[config.mk]
export PLATFORM = sky130hd
export DESIGN_NAME = stream_fifo
export DESIGN_NICKNAME = d
export VERILOG_FILES = /design/src/rtl/stream_fifo.sv
export SDC_FILE = /design/constraint.sdc
export NUM_CORES = 1
export LEC_CHECK = 0
export BUFFER_PORTS_ARGS = -buffer_cell sky130_fd_sc_hd__buf_2
export CAP_MARGIN = 25
export CORE_UTILIZATION = 40
export CTS_CLUSTER_SIZE = 14
export DETAILED_ROUTE_END_ITERATION = 16
export PLACE_DENSITY = 0.71
export RECOVER_POWER = 50
export SYNTH_ARGS = -nofsm -noshare
export SYNTH_HDL_FRONTEND = slang
export SYNTH_SLANG_ARGS = --single-unit
[constraint.sdc]
create_clock -name clk -period 2.5 [get_ports clk]
set_clock_uncertainty 0.2 [all_clocks]
set_input_delay 0.125 -clock clk [delete_from_list [all_inputs] [get_ports clk]]
set_output_delay 0.125 -clock clk [all_outputs]
set_load 0.005 [all_outputs]
[src/rtl/stream_fifo.sv]
// Elastic valid/ready FIFO for any DEPTH >= 2, with flush, almost-full/empty flags,
// occupancy count and a peak-occupancy watermark.
module stream_fifo #(
  parameter int unsigned DEPTH     = 8,
  parameter int unsigned WIDTH     = 8,
  parameter int unsigned AF_THRESH = DEPTH - 1,
  parameter int unsigned AE_THRESH = 1,
  localparam int unsigned CW       = $clog2(DEPTH + 1)
) (
  input  logic             clk,
  input  logic             rst,
  input  logic             flush,
  input  logic             in_valid,
  output logic             in_ready,
  input  logic [WIDTH-1:0] in_data,
  output logic             out_valid,
  input  logic             out_ready,
  output logic [WIDTH-1:0] out_data,
  output logic [CW-1:0]    count,
  output logic             almost_full,
  output logic             almost_empty,
  output logic [CW-1:0]    peak,
  input  logic             peak_clr
);

  localparam int unsigned PW = (DEPTH > 1) ? $clog2(DEPTH) : 1;

  if (DEPTH < 2) begin : gen_bad_depth
    $error("stream_fifo: DEPTH must be >= 2");
  end
  if (AF_THRESH > DEPTH) begin : gen_bad_af
    $error("stream_fifo: AF_THRESH must not exceed DEPTH");
  end
  if (AE_THRESH > DEPTH) begin : gen_bad_ae
    $error("stream_fifo: AE_THRESH must not exceed DEPTH");
  end

  logic [WIDTH-1:0] mem [DEPTH];

  logic [PW-1:0] rptr_q, rptr_d;
  logic [PW-1:0] wptr_q, wptr_d;
  logic [CW-1:0] count_q, count_d;
  logic [CW-1:0] peak_q, peak_d;

  logic full, empty, push, pop;

  // Explicit wrap so non-power-of-two depths index correctly.
  function automatic logic [PW-1:0] ptr_inc(input logic [PW-1:0] p);
    return (p == PW'(DEPTH - 1)) ? '0 : p + PW'(1);
  endfunction

  // Handshake outputs depend only on registered state.
  assign full      = (count_q == CW'(DEPTH));
  assign empty     = (count_q == '0);
  assign in_ready  = !full;
  assign out_valid = !empty;
  assign push      = in_valid & in_ready;
  assign pop       = out_valid & out_ready;

  assign out_data     = mem[rptr_q];
  assign count        = count_q;
  assign peak         = peak_q;
  assign almost_full  = (count_q >= CW'(AF_THRESH));
  assign almost_empty = (count_q <= CW'(AE_THRESH));

  always_comb begin
    rptr_d  = rptr_q;
    wptr_d  = wptr_q;
    count_d = count_q;
    if (flush) begin
      rptr_d  = '0;
      wptr_d  = '0;
      count_d = '0;
    end else begin
      if (push) wptr_d = ptr_inc(wptr_q);
      if (pop)  rptr_d = ptr_inc(rptr_q);
      if (push && !pop) begin
        count_d = count_q + CW'(1);
      end else if (pop && !push) begin
        count_d = count_q - CW'(1);
      end
    end
    if (peak_clr) begin
      peak_d = count_d;
    end else begin
      peak_d = (count_d > peak_q) ? count_d : peak_q;
    end
  end

  always_ff @(posedge clk) begin
    if (rst) begin
      rptr_q  <= '0;
      wptr_q  <= '0;
      count_q <= '0;
      peak_q  <= '0;
    end else begin
      rptr_q  <= rptr_d;
      wptr_q  <= wptr_d;
      count_q <= count_d;
      peak_q  <= peak_d;
    end
  end

  // Storage is deliberately not reset.
  always_ff @(posedge clk) begin
    if (!rst && !flush && push) begin
      mem[wptr_q] <= in_data;
    end
  end

endmodule

==> run metrics <==
Area growth syn-to-layout=24.8%; placed instance area=4030 sq um; num ports=34; Non-Filler Cell Area, Final=roughly 4400 sq um; Critical Path RT=about 2.5 ns; CP arrival=about 2.6 ns; nets=329; antenna cell count=0; share of layout cells above drive strength 1=between 30% and 40%; CTS tree=done; dpl cells=~380; Synth area leader=edfxtp_1; total wire length=between 6000 and 7000 um; crit path time final=2.60 ns; most frequent cells after synthesis=edfxtp_1, nor2_1, dfxtp_1, mux4_2, ha_1; antenna-violating nets left=0; dominant synthesized flop cell=edfxtp_1; Fin Hold WS=-0.172 ns; status=finished, violations left; Worst R2R Start=count[0]; CTS root buffer=clkbuf_8; period utilization=104%; Min-Delay Endpoint=peak[2]; drt drc=0; Max clock buf depth=2; HPWL after DPL=about 4500 um; Synth async-reset ratio=0%; Worst Path Class, Setup=reg -> reg; Finished Layout Cells=between 400 and 500; Seq/Total Area, Yosys=about 64%; failing checks=negative hold slack, negative setup slack; endpoint class of the critical path=register; vias in the first global route=2016; total CTS buffers=9; pin slew with the least headroom to its limit=~0.6 ns; DRT Pass-1 Iters=4; post-synth top area share=between 50% and 60%; syn_area_per_cell=about 16 sq um; final setup fails=4; DIE AREA=9150 sq um; most frequent cell after synthesis=edfxtp_1; DIE WIDTH=~96 um; Metal-1 WL=approximately 2900 um; vias=2140; crit path launch type=register; WL per Instance=between 15 and 20 um; hold_sp=rst; Clock transition at path regs=approximately 0.08 ns; FMAX=385 MHz; port buffer count=33; max-slew violation count=0; worst hold path class=in -> reg; flop2flop setup slack=-0.1 ns; Worst slew margin=around 60%; Top Metal Used=met4; maxcap violations=0; # rows=33; pin count of the biggest net entering global routing=17; initial core utilization=a little over two fifths; VDD IR-drop max=0.000344 V; worst flop-to-flop path endpoint=peak[3]; syn nets=~250; number of DRC markers in iteration 0=between 60 and 70; die height=95.7 um; Clock Latency Late Sink=0.33 ns; hold depth=2; Synth Cell Area=between 3000 and 4000 sq um; Clock Sinks=81; Finished Core Util=between 50% and 60%; GRT overflow=0; setup slack after layout=-0.0989 ns; Placer Congestion=between 0.7 and 0.8; worst r2r path cells=11; met2 WL post-DR=~3400 um; hold buffers post-CTS=10; Lkg Pwr=between 1.5 and 2 nW; cell count after synthesis=221; synth top area cells=edfxtp_1, mux4_2, dfxtp_1, ha_1, nor2_1; post-synthesis cell type count=46; cell area power density=610 nW/um^2; htree depth=3; number of synthesized flops with an enable pin=64; synthesized flop and latch total=81; met3 WL post-DR=approximately 250 um; first-pass GRT wire length=10600 um; via-per-instance ratio=approximately 5.2; Syn. warnings=0; Worst Path Max Fanout=7; RSZ-0062 raised after global routing=true; area of the core=8340 sq um; Final Hold Viols=4; initial antenna violation count=0; Tot GR Track Use=between 10% and 20%
## worst max-delay path: stages, from the launching register on
cell,delay [ns]
dfxtp_4,0.35
inv_2,0.07
ha_4,0.19
and4b_1,0.20
a31oi_1,0.06
a221oi_2,0.37
ha_2,0.29
o21a_1,0.16
o31ai_4,0.09
a21oi_4,0.24
mux2i_1,0.22
nor2_1,0.05
## state kept, by name (all words and copies together), names as in the netlist, named ones only
signal  count
count       4
peak        4
wptr_q      3
rptr_q      3
mem        64
## cell type report
class | instances | area [sq um]
clock inverters | 5 | 56.3
clock buffers | 10 | 128
flip-flops and latches | 81 | 2270
well taps | 105 | 131
fillers | 706 | 3960
multi-input cells | 125 | 1230
repair buffers | 82 | 539
inverters | 5 | 21.3
## kinds of logic (layout without fill, tap and decap cells)
family          after synthesis  in the layout  share of synthesized area, %
flops                        81             81                          64.5
fa+ha+maj                    11             11                          3.92
simple gates                 57             57                          8.73
xor+xnor                      1              1                         0.250
compound gates               24             24                          4.88
mux                          32             32                          15.2
buf+inv                      15            102                          2.53
## routing by layer
metal	GRT usage (%)	vias up
li1	-	1025
met3	4.47	6
met4	4.23	0
met1	19.8	1052
met5	0	-
met2	27.6	57
## cells in the final DEF, fill, tap and decap left out, types with 2 or more instances in the layout
cell type      synthesis  final
nand2b_1               6      6
mux4_2                16     16
nor3_1                 5      5
nor3b_1                2      2
nand2_1                5      5
nor2_1                26     24
edfxtp_1              64     64
mux2i_2                1      2
mux2_2                 8      8
or2_2                  2      2
clkinv_2               0      2
dfxtp_4                0      2
a31oi_1                3      3
dlygate4sd3_1          0     10
clkbuf_8               1      9
dfxtp_1               17     15
a21oi_1                7      6
nor2_2                 0      2
clkbuf_1               1     12
buf_4                  1     37
ha_1                  11      8
inv_1                  5      3
a221oi_1               3      2
mux2i_1                7      6
ha_2                   0      2
buf_2                  2     24
a221oi_2               1      2
## power by group
part	total, W	switching [W]	leakage, nW	internal (W)
clock	0.000902	0.000445	0.0925	0.000456
sequential	0.00147	0.0000100	0.716	0.00146
combinational	0.000296	0.000141	0.780	0.000155
total	0.00267	0.000596	1.59	0.00207
## worst max path at each step
stage                   from  slack, ns  cells past startpoint      end
floorplan           count[1]      -0.11                     12  peak[2]
global placement    count[1]      -0.12                     12  peak[3]
detailed placement  count[1]      -0.18                     12  peak[2]
CTS                 count[1]      -0.15                     12  peak[2]
global route        count[1]      -0.28                     12  peak[3]
finish              count[0]       -0.1                     11  peak[3]
## timing repair
item	CTS	global route
hold endpoints to repair	69	3
endpoints found under the setup margin	4	4
gates resized for setup	0	13
setup buffers	2	3
gates cloned	0	0
pin swaps	3	6
## through the flow
stage	total power, W	setup slack, ns	TNS [ns]
after global routing	0.00278	-0.276	-1.22
after global placement	0.00174	-0.122	-0.435
after floorplan	0.00166	-0.112	-0.401
after detailed placement	0.00175	-0.185	-0.717
after CTS	0.00266	-0.153	-0.583
final	0.00267	-0.0989	-0.340
(Power assumes the default switching activity.)
